<file path="src/rtl/cory_packn.sv">
// cory_packn: M-channel valid/ready packer.
// Each input channel is captured into its own hold register. When every hold is
// full, the lanes are concatenated (channel 0 at the LSBs) and pushed into a
// D-entry output FIFO, so the input ready never depends on the output ready.
//
// Handshake rules: a transfer happens on a rising clk edge where valid and ready
// are both high. o_a_r depends only on registered state and reset_n (plus
// i_flush when flush is enabled). o_z_v/o_z_d hold steady while o_z_v & ~i_z_r.
//
// Optional build macro: CORY_PACKN_FLUSH_EN adds i_flush (emit a partial word
// with empty lanes zero-filled) and o_z_m (lane-valid mask of the head word).
module cory_packn #(
  parameter  int N = 16,
  parameter  int M = 2,
  parameter  int D = 2,
  localparam int Z = M * N
) (
  input  logic         clk,
  input  logic         reset_n,
  input  logic [M-1:0] i_a_v,
  input  logic [Z-1:0] i_a_d,
  output logic [M-1:0] o_a_r,
  output logic         o_z_v,
  output logic [Z-1:0] o_z_d,
  input  logic         i_z_r
`ifdef CORY_PACKN_FLUSH_EN
  ,
  input  logic         i_flush,
  output logic [M-1:0] o_z_m
`endif
);

  // Pointer width is at least one bit so D=1 still yields legal vectors.
  localparam int PW = (D > 1) ? $clog2(D) : 1;
  localparam int CW = $clog2(D + 1);

  // Gather state
  logic [M-1:0]  r_h_v;
  logic [Z-1:0]  r_hold;

  // Output FIFO state
  logic [Z-1:0]  r_mem [0:D-1];
  logic [PW-1:0] r_wr_ptr;
  logic [PW-1:0] r_rd_ptr;
  logic [CW-1:0] r_cnt;
  logic [Z-1:0]  r_last_d;

  // Combinational control
  logic          w_not_full;
  logic          w_fire;
  logic          w_pop;
  logic [M-1:0]  w_hs;
  logic [Z-1:0]  w_push_d;
  logic [PW-1:0] w_wr_ptr_nxt;
  logic [PW-1:0] w_rd_ptr_nxt;

`ifdef CORY_PACKN_FLUSH_EN
  logic [M-1:0]  r_mem_m [0:D-1];
  logic [M-1:0]  r_last_m;
`endif

  assign w_not_full = (r_cnt < CW'(D));
  assign w_pop      = o_z_v & i_z_r;

`ifdef CORY_PACKN_FLUSH_EN
  // A flush emits whatever lanes are held; with nothing held it is ignored.
  assign w_fire = ((&r_h_v) | (i_flush & (|r_h_v))) & w_not_full;
`else
  assign w_fire = (&r_h_v) & w_not_full;
`endif

  // A lane can accept when empty, or when its content leaves this cycle.
  assign o_a_r = {M{reset_n}} & (~r_h_v | {M{w_fire}});
  assign w_hs  = i_a_v & o_a_r;

  // Assemble the word to push; empty lanes only exist on a flush.
  always_comb begin
    w_push_d = r_hold;
`ifdef CORY_PACKN_FLUSH_EN
    for (int k = 0; k < M; k++) begin
      if (!r_h_v[k]) w_push_d[k*N +: N] = '0;
    end
`endif
  end

  // Pointer increments wrap at D, which need not be a power of two.
  always_comb begin
    w_wr_ptr_nxt = (r_wr_ptr == PW'(D - 1)) ? '0 : r_wr_ptr + 1'b1;
    w_rd_ptr_nxt = (r_rd_ptr == PW'(D - 1)) ? '0 : r_rd_ptr + 1'b1;
  end

  // Per-lane hold registers: capture on handshake, release on fire.
  always_ff @(posedge clk or negedge reset_n) begin
    if (!reset_n) begin
      r_h_v  <= '0;
      r_hold <= '0;
    end else begin
      for (int k = 0; k < M; k++) begin
        if (w_hs[k]) begin
          r_hold[k*N +: N] <= i_a_d[k*N +: N];
          r_h_v[k]         <= 1'b1;
        end else if (w_fire) begin
          r_h_v[k]         <= 1'b0;
        end
      end
    end
  end

  // FIFO storage; contents are only visible through the count, so no reset.
  always_ff @(posedge clk) begin
    if (w_fire) begin
      r_mem[r_wr_ptr] <= w_push_d;
`ifdef CORY_PACKN_FLUSH_EN
      r_mem_m[r_wr_ptr] <= r_h_v;
`endif
    end
  end

  // FIFO pointers, occupancy and the last-popped word shown while empty.
  always_ff @(posedge clk or negedge reset_n) begin
    if (!reset_n) begin
      r_wr_ptr <= '0;
      r_rd_ptr <= '0;
      r_cnt    <= '0;
      r_last_d <= '0;
`ifdef CORY_PACKN_FLUSH_EN
      r_last_m <= '0;
`endif
    end else begin
      if (w_fire) r_wr_ptr <= w_wr_ptr_nxt;
      if (w_pop) begin
        r_rd_ptr <= w_rd_ptr_nxt;
        r_last_d <= r_mem[r_rd_ptr];
`ifdef CORY_PACKN_FLUSH_EN
        r_last_m <= r_mem_m[r_rd_ptr];
`endif
      end
      case ({w_fire, w_pop})
        2'b10:   r_cnt <= r_cnt + 1'b1;
        2'b01:   r_cnt <= r_cnt - 1'b1;
        default: r_cnt <= r_cnt;
      endcase
    end
  end

  assign o_z_v = (r_cnt != '0);
  assign o_z_d = o_z_v ? r_mem[r_rd_ptr] : r_last_d;
`ifdef CORY_PACKN_FLUSH_EN
  assign o_z_m = o_z_v ? r_mem_m[r_rd_ptr] : r_last_m;
`endif

endmodule
</file>
<file path="config.mk">
export PLATFORM = sky130hd
export DESIGN_NAME = cory_packn
export DESIGN_NICKNAME = d
export VERILOG_FILES = /design/src/rtl/cory_packn.sv
export SDC_FILE = /design/constraint.sdc
export NUM_CORES = 1
export LEC_CHECK = 0
export CAP_MARGIN = 20
export CELL_PAD_IN_SITES_DETAIL_PLACEMENT = 1
export CELL_PAD_IN_SITES_GLOBAL_PLACEMENT = 1
export CORE_UTILIZATION = 45
export CTS_BUF_LIST = sky130_fd_sc_hd__clkbuf_2 sky130_fd_sc_hd__clkbuf_4 sky130_fd_sc_hd__clkbuf_8
export DETAILED_ROUTE_END_ITERATION = 10
export PLACE_DENSITY_LB_ADDON = 0.2
export SLEW_MARGIN = 40
export SYNTH_ARGS = -nofsm -noshare
export SYNTH_HDL_FRONTEND = slang
export SYNTH_SLANG_ARGS = --single-unit
</file>
<file path="constraint.sdc">
create_clock -name clk -period 3.3 [get_ports clk]
set_clock_uncertainty 0.1 [all_clocks]
set_input_delay 0.66 -clock clk [delete_from_list [all_inputs] [get_ports clk]]
set_output_delay 0.66 -clock clk [all_outputs]
set_load 0.01 [all_outputs]
</file>
## After elaboration in Yosys (flattened, before gate mapping)

Memories as Yosys holds them, arrays and structs flattened.
Index checks and enable logic that the tools add are counted.
W data, S select, Z words.

- Div/mod/pow operators: 0
- Shifts and indexed selects: 0
- $lt $le $gt $ge: 1
- Bitwise gates (word level): 6
- Muxes and demuxes: 9
- Equality and inequality tests: 2
- Reduce and logical (&&, ||, !) cells: 5
- Multiply operators: 0
- Add/sub/neg operators: 4

Operator list:

| kind | count |
|---|---|
| $mux W32 | 1 |
| $reduce_bool A2 Y1 | 4 |
| $mux W1 | 7 |
| $and A2 B2 Y2 | 2 |
| $pmux W2 S2 | 1 |
| $add A1 B1 Y1 const B | 2 |
| $add A2 B1 Y2 const B | 1 |
| $and A1 B1 Y1 | 2 |
| $eq A2 B1 Y1 const B | 1 |
| $eq A2 B2 Y1 const B | 1 |
| $lt A2 B2 Y1 const B | 1 |
| $not A2 Y2 | 1 |
| $or A2 B2 Y2 | 1 |
| $reduce_and A2 Y1 | 1 |
| $sub A2 B1 Y2 const B | 1 |

- Latch bits: 0
- Register bits after elaboration: 70
- Memory bits (writable): 64
- Input port bits: 37
- Word-level logic and storage cells: 36
- ROM bits: 0
- Output and inout port bits: 35
- Memories: 1

Memories:

| memory | words | bits a word | read ports | clocked after Yosys merged registers in | wr ports | line | source |
|---|---|---|---|---|---|---|---|
| r_mem | 2 | 32 | 1 | 0 | 1 | 42 | `logic [Z-1:0] r_mem [0:D-1];` |

## Logic depth before layout (Yosys ltp)

- Depth in word-level cells: 6
- Depth in mapped cells: 7

## Worst setup path after synthesis

Ideal clock, no wire load.

- Path kind: register to register
- Start point: register r_cnt[1]
- End point: memory r_mem[0][0] (netlist bit), enable pin
- Slack: 799 ps
- Cell stages (with the launch flop): 3
- Data arrival time: 1,980 ps
- Library setup time: 421 ps
- Required time: 2,779 ps
- Clock period less this slack: 2,501 ps
- Cell sequence: dfrtp_1 > nand3b_4 > nor2_1

- Longest elaborated chain between the ends: 4

Ends and longest elaborated chain:

| what | line | source |
|---|---|---|
| from (decl) | 45 | `logic [CW-1:0] r_cnt;` |
| from (signal assigned) | 139 | `2'b10: r_cnt <= r_cnt + 1'b1;` |
| from (signal assigned) | 140 | `2'b01: r_cnt <= r_cnt - 1'b1;` |
| from (signal assigned) | 141 | `default: r_cnt <= r_cnt;` |
| $lt A2 B2 Y1 | 62 | `assign w_not_full = (r_cnt < CW'(D));` |
| $and A1 B1 Y1 | 69 | `assign w_fire = (&r_h_v) & w_not_full;` |
| $mux W1 | 111 | `if (w_fire) begin` |
| $mux W1 (implied by the code) | 112 | `r_mem[r_wr_ptr] <= w_push_d;` |
| to (decl) | 42 |  |

No other way between the ends.

## Worst setup path in the final report

- Start point: register r_rd_ptr
- End point: output port o_z_d[0]

- Longest elaborated chain between the ends: 2

Ends and longest elaborated chain:

| what | line | source |
|---|---|---|
| from (decl) | 44 | `logic [PW-1:0] r_rd_ptr;` |
| from (signal assigned) | 132 | `r_rd_ptr <= w_rd_ptr_nxt;` |
| $mem_v2 Z2 W32 | -- |  |
| $mux W32 | 147 | `assign o_z_d = o_z_v ? r_mem[r_rd_ptr] : r_last_d;` |
| to (decl) | 24 | `output logic [Z-1:0] o_z_d,` |

No other way between the ends.

==> summary.md <==
| Metric | Value |
|---|---|
| Largest family of logic cells by synthesized area | multiplexers |
| Hold Startpoint | r_hold[19] |
| CTS Buffer Depth | 2 |
| Critical path type | flip-flop to output port |
| Flops & latches, synth | about 130 |
| Cell taking the most area after synthesis | edfxtp_1 |
| NumNets Final | 489 |
| Routed vias/inst | between 5 and 6 |
| Yosys cell types | 23 |
| Largest net degree at the start of global routing | 66 |
| Mapped cell area | ~5200 sq um |
| Initial antenna violation count | 0 |
| Initial core utilization | 0.461 |
| Reg area | between 3000 and 4000 sq um |
| Die area | about 12000 sq um |
| Commonest non-fill, non-tap cell in the layout | clkdlybuf4s50_1 |
| Final TNS setup | 0 ns |
| Slew @ Worst Pin | around 0.74 ns |
| Post-synthesis adder-cell area fraction | 0.00239 |
| DP HPWL | between 7000 and 8000 um |
| # diodes | 0 |
| Worst r2r src | r_cnt[1] |
| Setup crit end kind | output port |
| Crit. Startpoint | r_rd_ptr |
| Most frequent cells in the layout | clkdlybuf4s50_1 (70), dfrtp_1 (69), edfxtp_1 (64) |
| DRC violations left | 0 |
| Clock-pin slew on the worst setup and hold paths | approximately 0.070 ns |
| Worst slack, placed | between 0.5 and 0.6 ns |
| Maximum vdd drop | 0.581 mV |
| Die height | around 110 um |
| Cells after synthesis | approximately 370 |
| Detailed Route WL | 10700 um |
| Clock latency on the worst-skew pair | 0.43 ns |
| ANT nets after route | 0 |
| Post-synthesis mux area share | 0.137 |
| Syn_area_per_cell | about 14 sq um |
| Total CTS buffers | 17 |
| Rel. slew slack | 0.505 |
| Drt wl/cell | between 15 and 20 um |
| Max-slew violations | 0 |
| First-pass DRT Iterations | 4 |
| Routed vias | between 3000 and 4000 |
| CORE AREA | roughly 11000 sq um |
| Proportion of layout cells with a drive suffix above 1 | 0.175 |
| I/O Buffers | 71 |
| Top cells by area, synth | edfxtp_1 (37%), dfrtp_1 (33%), mux2i_1 (6.1%), mux2_2 (4.7%), o21ai_0 (3.2%) |
| First-pass GRT wire length | approximately 17000 um |
| Global placer's final weighted congestion | 0.744 |
| Xor/xnor cell area share of the yosys netlist | 0.00836 |
| RSZ-0062 raised after global routing | false |
| Post-synthesis sequential area ratio | 0.701 |
| Leak | 0.00263 uW |
| Area share of the largest cell type after synthesis | 0.367 |
| Setup violators final | 0 |
| Critical path fanouts, max | 20 |
| Worst Slack Setup Final | between 0.15 and 0.2 ns |
| Starting DRT DRC Count | ~170 |
| Placed cell count | roughly 570 |
| Total GRT Usage | 0.200 |
| Vias in the first global route | between 3000 and 4000 |
| Final cell count without fillers | approximately 600 |
| # fillers | between 1000 and 1500 |
| Simple logic cell fraction of the synthesized area | 0.0609 |
| Net count after synthesis | slightly above 400 |
| Root Driver | clkbuf_8 |
| CTS H-tree depth | 4 |
| Hold Slack | about 0.37 ns |
| Period minus WS final | 3.15 ns |
| CTS tree | built |
| Hold WC Path Type | flip-flop to flip-flop |
| Remaining Overflow, GRT | 0 |
| CP Launch Type | flip-flop |
| Clk sinks | 134 |
| Status | finished clean |
| PD cells | between 1000 and 1500 nW/um^2 |
| Fin crit share | 0.954 |
| Synth Area in Compound Gates | 0.0683 |
| Die W | 110 um |
| Final Hold Vio Count | 0 |
| Max_cap viols | 0 |
| Req. time, crit path | 2.54 ns |
| Fmax | 318 MHz |
| Synth warn | 0 |
| Worst EP arrival | 2.39 ns |
| Area of the multi-input gates | 1480 sq um |
| Syn-to-layout area delta | 24.6% |
| # rows | 39 |
| I/O pins | a little over 70 |
## through the flow
| step | cell area [sq um] | power [uW] | utilization |
|---|---|---|---|
| 6_report | 6530 | 6690 | 0.574 |
| 5_1_grt | 6530 | 7110 | 0.574 |
| 4_1_cts | 6520 | 6770 | 0.573 |
| 3_5_place_dp | 6130 | 5430 | 0.539 |
| 3_3_place_gp | 6130 | 5280 | 0.539 |
| 2_1_floorplan | 5240 | 4250 | - |
## final timing paths
path,endpoint,slack [ns],cells past startpoint
worst max-delay path,o_z_d[0],0.15,4
worst min-delay path,r_mem[0][19],0.37,0
worst max register to register,r_mem[1][16],1.28,3
worst min register to register,r_mem[0][19],0.37,0
max in group asynchronous,r_rd_ptr,1.72,3
min in group asynchronous,r_last_d[16],0.56,2
## metal layers
layer	wire length, um	share of wire	global-route usage	vias up
met5	0	0	0	-
met4	184	0.017	0.0895	0
met3	289	0.027	0.0486	13
met2	5590	0.52	0.347	52
met1	4680	0.44	0.236	1583
li1	-	-	-	1471
## cells in the mapped netlist (all sizes together)
cell type	count
a21oi	34
nand2b	1
buf	16
xor2	1
dfrtp	70
clkbuf	4
ha	1
mux2i	32
nor2	35
nand2	38
edfxtp	64
xnor2	4
nand3b	1
or2	1
o21ai	33
and2	2
inv	2
mux2	32
## cells by family (layout without fill, tap and decap cells)
family,after synthesis,in the layout
adder cells (fa/ha/maj),1,1
AO/OA/AOI/OAI,67,67
multiplexers,64,64
flip-flops,134,134
XOR/XNOR,5,5
buffers and inverters,22,115
AND/OR/NAND/NOR,78,78
## power breakdown
group | switching (uW) | internal, uW | total (uW)
logic | 1160 | 1260 | 2420
clock network | 596 | 716 | 1310
registers | 429 | 2530 | 2960
total | 2190 | 4500 | 6690
## area by class of cell
| class | count | share of cell area |
|---|---|---|
| Clock buffer | 22 | 0.0426 |
| Clock inverter | 10 | 0.0161 |
| Inverter | 2 | 0.00115 |
| Multi-Input combinational cell | 215 | 0.227 |
| Sequential cell | 134 | 0.563 |
| Tap cell | 143 | 0.0274 |
| Timing Repair Buffer | 81 | 0.123 |
## sequential cells by signal, indices dropped and copies added, names as in the netlist
register / count
r_cnt: 2
r_h_v: 2
r_rd_ptr: 1
r_wr_ptr: 1
r_last_d: 32
r_mem: 64
r_hold: 32
## critical path, cell delays in order, from the launching register on
cell             delay, ns
dfrtp_2               0.77
buf_4                 0.31
mux2i_1               0.12
a21oi_1               0.18
clkdlybuf4s50_1       0.58
## repair_timing
action / CTS / global route
setup buffers: 0 / 0
endpoints found under the hold margin: 16 / 0
setup endpoints to repair: 0 / 1
gates resized for setup: 0 / 1
hold buffers: 1 / 0
(Power assumes the default switching activity.)
